===== config.mk =====
export PLATFORM = sky130hd
export DESIGN_NAME = shift_logic_seq
export DESIGN_NICKNAME = d
export VERILOG_FILES = /design/src/rtl/alu_pkg.sv /design/src/rtl/shift_step.sv /design/src/rtl/shift_logic_seq.sv
export SDC_FILE = /design/constraint.sdc
export NUM_CORES = 1
export LEC_CHECK = 0
export ABC_AREA = 0
export ABC_CLOCK_PERIOD_IN_PS = 2660
export BUFFER_PORTS_ARGS = -buffer_cell sky130_fd_sc_hd__buf_2
export CORE_MARGIN = 5
export CORE_UTILIZATION = 56
export CTS_CLUSTER_SIZE = 40
export DETAILED_ROUTE_END_ITERATION = 10
export PLACE_DENSITY_LB_ADDON = 0.2
export RECOVER_POWER = 50
export SETUP_SLACK_MARGIN = 0.3
export SLEW_MARGIN = 0
export SYNTH_ARGS = -nofsm -noshare
export SYNTH_HDL_FRONTEND = slang
export SYNTH_HIERARCHICAL = 1
export SYNTH_SLANG_ARGS = --single-unit

===== constraint.sdc =====
create_clock -name clk -period 2.66 [get_ports clk]
set_input_delay 0.133 -clock clk [delete_from_list [all_inputs] [get_ports clk]]
set_output_delay 0.133 -clock clk [all_outputs]
set_load 0.02 [all_outputs]

===== src/rtl/alu_pkg.sv =====
// Shared encodings for the bitwise/shift sequencer: op codes, FSM states, default width.
package alu_pkg;

    localparam int unsigned WIDTH_DEF = 32;

    localparam logic [1:0] OP_AND = 2'b00;
    localparam logic [1:0] OP_OR  = 2'b01;
    localparam logic [1:0] OP_SLL = 2'b10;
    localparam logic [1:0] OP_SRL = 2'b11;

    typedef enum logic [1:0] {
        IDLE  = 2'd0,
        SHIFT = 2'd1,
        DONE  = 2'd2
    } state_e;

endpackage


===== src/rtl/shift_step.sv =====
// Narrow shift stage: moves acc by d in [0, STEP] positions, zero fill, direction from left.
module shift_step
    import alu_pkg::*;
#(
    parameter int unsigned WIDTH = WIDTH_DEF,
    parameter int unsigned STEP  = 1,
    parameter int unsigned DW    = $clog2(STEP + 1)
) (
    input  logic [WIDTH-1:0] acc,
    input  logic [DW-1:0]    d,
    input  logic             left,
    output logic [WIDTH-1:0] res_c
);

    // One mux leg per legal distance; d == 0 passes acc through.
    always_comb begin
        res_c = acc;
        for (int unsigned i = 1; i <= STEP; i++) begin
            if (d == DW'(i)) begin
                res_c = left ? (acc << i) : (acc >> i);
            end
        end
    end

endmodule


===== src/rtl/shift_logic_seq.sv =====
// Multi-cycle AND/OR/SLL/SRL sequencer with valid/ready on both sides.
// Shifts iterate at most STEP bit positions per cycle through shift_step.
module shift_logic_seq
    import alu_pkg::*;
#(
    parameter int unsigned WIDTH = WIDTH_DEF,
    parameter int unsigned STEP  = 1,
    parameter int unsigned SHW   = $clog2(WIDTH)
) (
    input  logic             clk,
    input  logic             rst,
    input  logic             in_valid,
    output logic             in_ready,
    input  logic [1:0]       in_op,
    input  logic [WIDTH-1:0] in_a,
    input  logic [WIDTH-1:0] in_b,
    input  logic [SHW-1:0]   in_shamt,
    input  logic             flush,
    output logic             out_valid,
    input  logic             out_ready,
    output logic [WIDTH-1:0] out_result,
    output logic             busy
);

    localparam int unsigned DW = $clog2(STEP + 1);

    generate
        if (!(STEP == 1 || STEP == 2 || STEP == 4 || STEP == 8 || STEP == 16)) begin : g_bad_step
            $error("shift_logic_seq: STEP must be 1, 2, 4, 8 or 16");
        end
    endgenerate

    state_e           state_q, state_d;
    logic             left_q, left_d;
    logic [WIDTH-1:0] acc_q, acc_d;
    logic [SHW-1:0]   rem_q, rem_d;
    logic [WIDTH-1:0] result_q, result_d;
    logic             in_ready_q, in_ready_d;
    logic             out_valid_q, out_valid_d;
    logic             busy_q, busy_d;

    logic [DW-1:0]    step_amt_c;
    logic [SHW-1:0]   rem_next_c;
    logic [WIDTH-1:0] step_res_c;

    // Distance this cycle: min(STEP, remaining), so remaining never underflows.
    always_comb begin
        step_amt_c = (32'(rem_q) > STEP) ? DW'(STEP) : DW'(rem_q);
        rem_next_c = rem_q - SHW'(step_amt_c);
    end

    shift_step #(
        .WIDTH (WIDTH),
        .STEP  (STEP),
        .DW    (DW)
    ) u_shift_step (
        .acc   (acc_q),
        .d     (step_amt_c),
        .left  (left_q),
        .res_c (step_res_c)
    );

    always_comb begin
        state_d  = state_q;
        left_d   = left_q;
        acc_d    = acc_q;
        rem_d    = rem_q;
        result_d = result_q;

        // flush wins over a same-cycle accept or retire.
        if (flush) begin
            state_d = IDLE;
            rem_d   = '0;
        end else begin
            case (state_q)
                IDLE: begin
                    if (in_valid && in_ready_q) begin
                        case (in_op)
                            OP_AND: begin
                                result_d = in_a & in_b;
                                state_d  = DONE;
                            end
                            OP_OR: begin
                                result_d = in_a | in_b;
                                state_d  = DONE;
                            end
                            OP_SLL, OP_SRL: begin
                                if (in_shamt == '0) begin
                                    result_d = in_b;
                                    state_d  = DONE;
                                end else begin
                                    acc_d   = in_b;
                                    rem_d   = in_shamt;
                                    left_d  = (in_op == OP_SLL);
                                    state_d = SHIFT;
                                end
                            end
                        endcase
                    end
                end
                SHIFT: begin
                    acc_d = step_res_c;
                    rem_d = rem_next_c;
                    if (rem_next_c == '0) begin
                        result_d = step_res_c;
                        state_d  = DONE;
                    end
                end
                DONE: begin
                    if (out_valid_q && out_ready) begin
                        state_d = IDLE;
                    end
                end
                default: begin
                    state_d = IDLE;
                end
            endcase
        end

        in_ready_d  = (state_d == IDLE);
        out_valid_d = (state_d == DONE);
        busy_d      = (state_d != IDLE);
    end

    always_ff @(posedge clk or posedge rst) begin
        if (rst) begin
            state_q     <= IDLE;
            left_q      <= 1'b0;
            acc_q       <= '0;
            rem_q       <= '0;
            result_q    <= '0;
            in_ready_q  <= 1'b1;
            out_valid_q <= 1'b0;
            busy_q      <= 1'b0;
        end else begin
            state_q     <= state_d;
            left_q      <= left_d;
            acc_q       <= acc_d;
            rem_q       <= rem_d;
            result_q    <= result_d;
            in_ready_q  <= in_ready_d;
            out_valid_q <= out_valid_d;
            busy_q      <= busy_d;
        end
    end

    assign in_ready   = in_ready_q;
    assign out_valid  = out_valid_q;
    assign out_result = result_q;
    assign busy       = busy_q;

endmodule


==> summary.md <==
| Metric | Value |
|---|---|
| Outcome | `finished with violations` |
| Violated checks | `max-capacitance violations, max-slew violations` |
| Syn avg cell area | `between 9 and 10 um^2` |
| CP cell instances | `nor2_1 > a21oi_1 > ha_1 > xnor2_1 > o2111a_2 > a32oi_4 > buf_12 > buf_12 > mux2_2` |
| WL per Instance | `~17 um` |
| CP Max Fanout | `9` |
| DR pass1 iterations | `4` |
| Fill cells | `805` |
| Final setup viols | `0` |
| Worst Path Required | `2890 ps` |
| Slew Viols, Final | `76` |
| Slowest cell on crit path | `dfrtp_2` |
| Diodes inserted | `0` |
| Htree depth | `3` |
| FF+latch count, synth | `between 70 and 80` |
| Area growth syn-to-layout | `14.8%` |
| Sinks on Clock Net | `75` |
| Distinct cells, synth | `between 40 and 50` |
| GPL Wtd Cong | `about 0.80` |
| Global-route wire length before repair | `about 20 mm` |
| Top post-synthesis cells by area | `dfrtp_1 35%, mux2_4 17%, nand2_1 9.6%` |
| Met1 WL | `around 5.8 mm` |
| Die Ht | `107 um` |
| Antenna violations before repair | `0` |
| Post-Synthesis Cells | `between 500 and 600` |
| Dpl hpwl | `8.30 mm` |
| Worst setup SP type | `register` |
| CTS tree | `built` |
| Cts bufs inserted | `9` |
| DRC | `0` |
| Hold crit path type | `input port to register` |
| PortBufs | `between 100 and 150` |
| Met2 Wirelength | `around 6.3 mm` |
| Worst stage delay on the critical path | `460 ps` |
| Worst slew margin | `-13.1%` |
| Post-synthesis instance area | `about 5300 um^2` |
| Row count | `35` |
| Routed Antenna Nets | `0` |
| WL final | `12.9 mm` |
| Leak Pwr | `about 3 nW` |
| GR Overflow Total | `0` |
| Worst path bufs/invs | `2` |
| Post-synth EDFFs | `0` |
| Die span in x | `107 um` |
| Number of global-route vias before repair | `4302` |
| Predominant post-synthesis flop cell | `dfrtp_1` |
| Vias/cell | `5.77` |
| Clock-pin slew on the worst setup and hold paths | `~70 ps` |
| Met3 WL | `around 670 um` |
| FFs w/ async S/R, synth | `100%` |
| Power Density | `969 nW/um^2` |
| RSZ-0062 raised after global routing | `no` |
| Via count | `~4400` |
| GRT Resource Usage Total | `approximately 22%` |
| Die footprint | `11400 um^2` |
| Slew @ Worst Pin | `between 1500 and 2000 ps` |
| Worst path arrival time | `between 2000 and 2500 ps` |
| Largest net degree at the start of global routing | `76` |
| Critical Path Sink Type | `register` |
| Crit share post-route | `84.9%` |
| Max Root-Sink Buffers | `2` |
| Fmax | `approximately 440 MHz` |
| CP Class | `register to register` |
| Syn Nets | `638` |
| Worst Skew | `8.38 ps` |
| Clk_lat worst skew | `approximately 340 ps` |
| Post-layout util | `around 66%` |
| Post-synth top area cell | `dfrtp_1` |
| Post-synthesis sequential area ratio | `between 30% and 40%` |
| Ports | `roughly 110` |
| CP top delay family | `compound AO/OA/AOI/OAI gates` |
| Peak VDD IR | `roughly 420 uV` |
| Core Box Area | `just over 9000 um^2` |
| Final net count | `732` |
| Layout cell share with drive strength beyond 1 | `a little under a third` |
| Min Tclk post-route | `around 2300 ps` |
| Initial Util | `57.3%` |
| Max Cap Viol | `1` |
| Setup tns final | `0 ps` |
| Post-synth top area share | `35.2%` |
| Yosys warns | `6` |
| Hold Vio Cnt, Final | `0` |
| Cell mode on critical path | `buf_12` |
| Starting DRC count in detailed routing | `around 230` |
| Clock Tree Root | `clkbuf_8` |
| Top sig layer | `met4` |
[timing repair]
item	CTS	global route
pin swaps	1	1
hold buffers	1	0
hold endpoints to repair	74	0
resized for setup	0	2
gates cloned	1	3
endpoints found under the setup margin	15	32
buffers inserted	0	1
[through the flow]
| stage | instances | cell area (um^2) | worst slack, ps | hold slack [ps] | power [W] |
|---|---|---|---|---|---|
| after CTS | 767 | 6000 | 291 | 57.6 | 0.00585 |
| after global placement | 749 | 5810 | 228 | 251 | 0.00493 |
| after detailed placement | 749 | 5810 | 198 | 250 | 0.00503 |
| after global routing | 771 | 6040 | 178 | 71.6 | 0.00626 |
| final | 771 | 6040 | 403 | 65.1 | 0.00586 |
| after floorplan | 561 | 5270 | 485 | 323 | 0.00440 |
[cells in the final DEF, fill, tap and decap left out, types with 2 or more instances in the layout]
cell	count
and3_1	3
mux2_2	6
o221ai_1	32
o32ai_1	2
clkbuf_8	11
o21ai_2	2
clkbuf_16	2
clkinv_2	3
inv_1	6
a21oi_1	35
buf_4	6
buf_12	3
dfrtp_1	72
o21ai_0	7
buf_2	93
mux2_4	58
clkbuf_1	21
nor3_1	3
o31ai_1	2
o21a_1	32
nor2_1	37
nand2_1	133
mux2i_1	31
o22ai_1	3
dfrtp_2	2
nor2b_1	32
[worst paths after layout]
kind / cells after the start / from / endpoint / slack, ps
hold reg to reg: 1 / out_result[25] / out_result[25] / 510
min in group asynchronous: 4 / rst / out_result[23] / 920
max in group asynchronous: 4 / rst / rem_q[2] / 590
setup reg to reg: 9 / rem_q[2] / out_result[24] / 400
setup / recovery: 9 / rem_q[2] / out_result[24] / 400
hold / removal: 2 / flush / busy / 70
[registers in the layout (all words and copies together), names as in the netlist]
name and flops:
state_q 2, busy 1, rem_q 5, in_ready 1, left_q 1, out_result 32, out_valid 1, acc_q 32
[cell type report]
type	instances	area [um^2]	area share [%]
multi-input combinational	438	3120	51.5
sequential	75	1880	31.1
timing repair buffer	124	709	11.7
clock buffer	14	163	2.69
tap	111	139	2.30
inverter	7	27.5	0.455
clock inverter	2	10.0	0.166
[per-layer routing]
| layer | vias up | global-route usage, % |
|---|---|---|
| li1 | 2155 | - |
| met1 | 2144 | 28.9 |
| met2 | 138 | 36.5 |
| met3 | 12 | 3.25 |
| met4 | 0 | 6.12 |
| met5 | - | 0 |
[cell usage after synthesis, types with 2 or more instances]
cell,n
o21a_1,32
o22ai_1,3
mux2i_1,31
buf_6,7
buf_2,7
a21oi_1,35
o32ai_1,2
dfrtp_1,74
nor2b_1,33
o21ai_0,7
and3_1,3
clkbuf_1,23
nand2_1,134
nor2_1,37
o31ai_1,2
o221ai_1,32
mux2_2,6
mux2_4,58
inv_1,7
buf_12,3
nor3_1,3
o21ai_2,2
[report_power, final]
group | switching, W | internal (W) | leakage (nW) | total, W
registers | 0.000552 | 0.00166 | 0.910 | 0.00221
logic | 0.00138 | 0.00147 | 1.99 | 0.00285
clock network | 0.000409 | 0.000389 | 0.0905 | 0.000798
total | 0.00234 | 0.00351 | 2.99 | 0.00586
[kinds of logic after synthesis]
family | synth area share, %
simple gates | 17.7
flops | 35.7
compound gates | 16.8
buf+inv | 5.65
xor+xnor | 0.166
mux | 23.7
fa+ha+maj | 0.238
[worst register-to-register path, stage by stage, from the launching register on]
cell and delay (ps):
dfrtp_2 460, nor2_1 150, a21oi_1 110, ha_1 230, xnor2_1 130, o2111a_2 180, a32oi_4 210, buf_12 160
buf_12 160, mux2_2 340
Note: power is estimated with default switching activity, not from simulation.
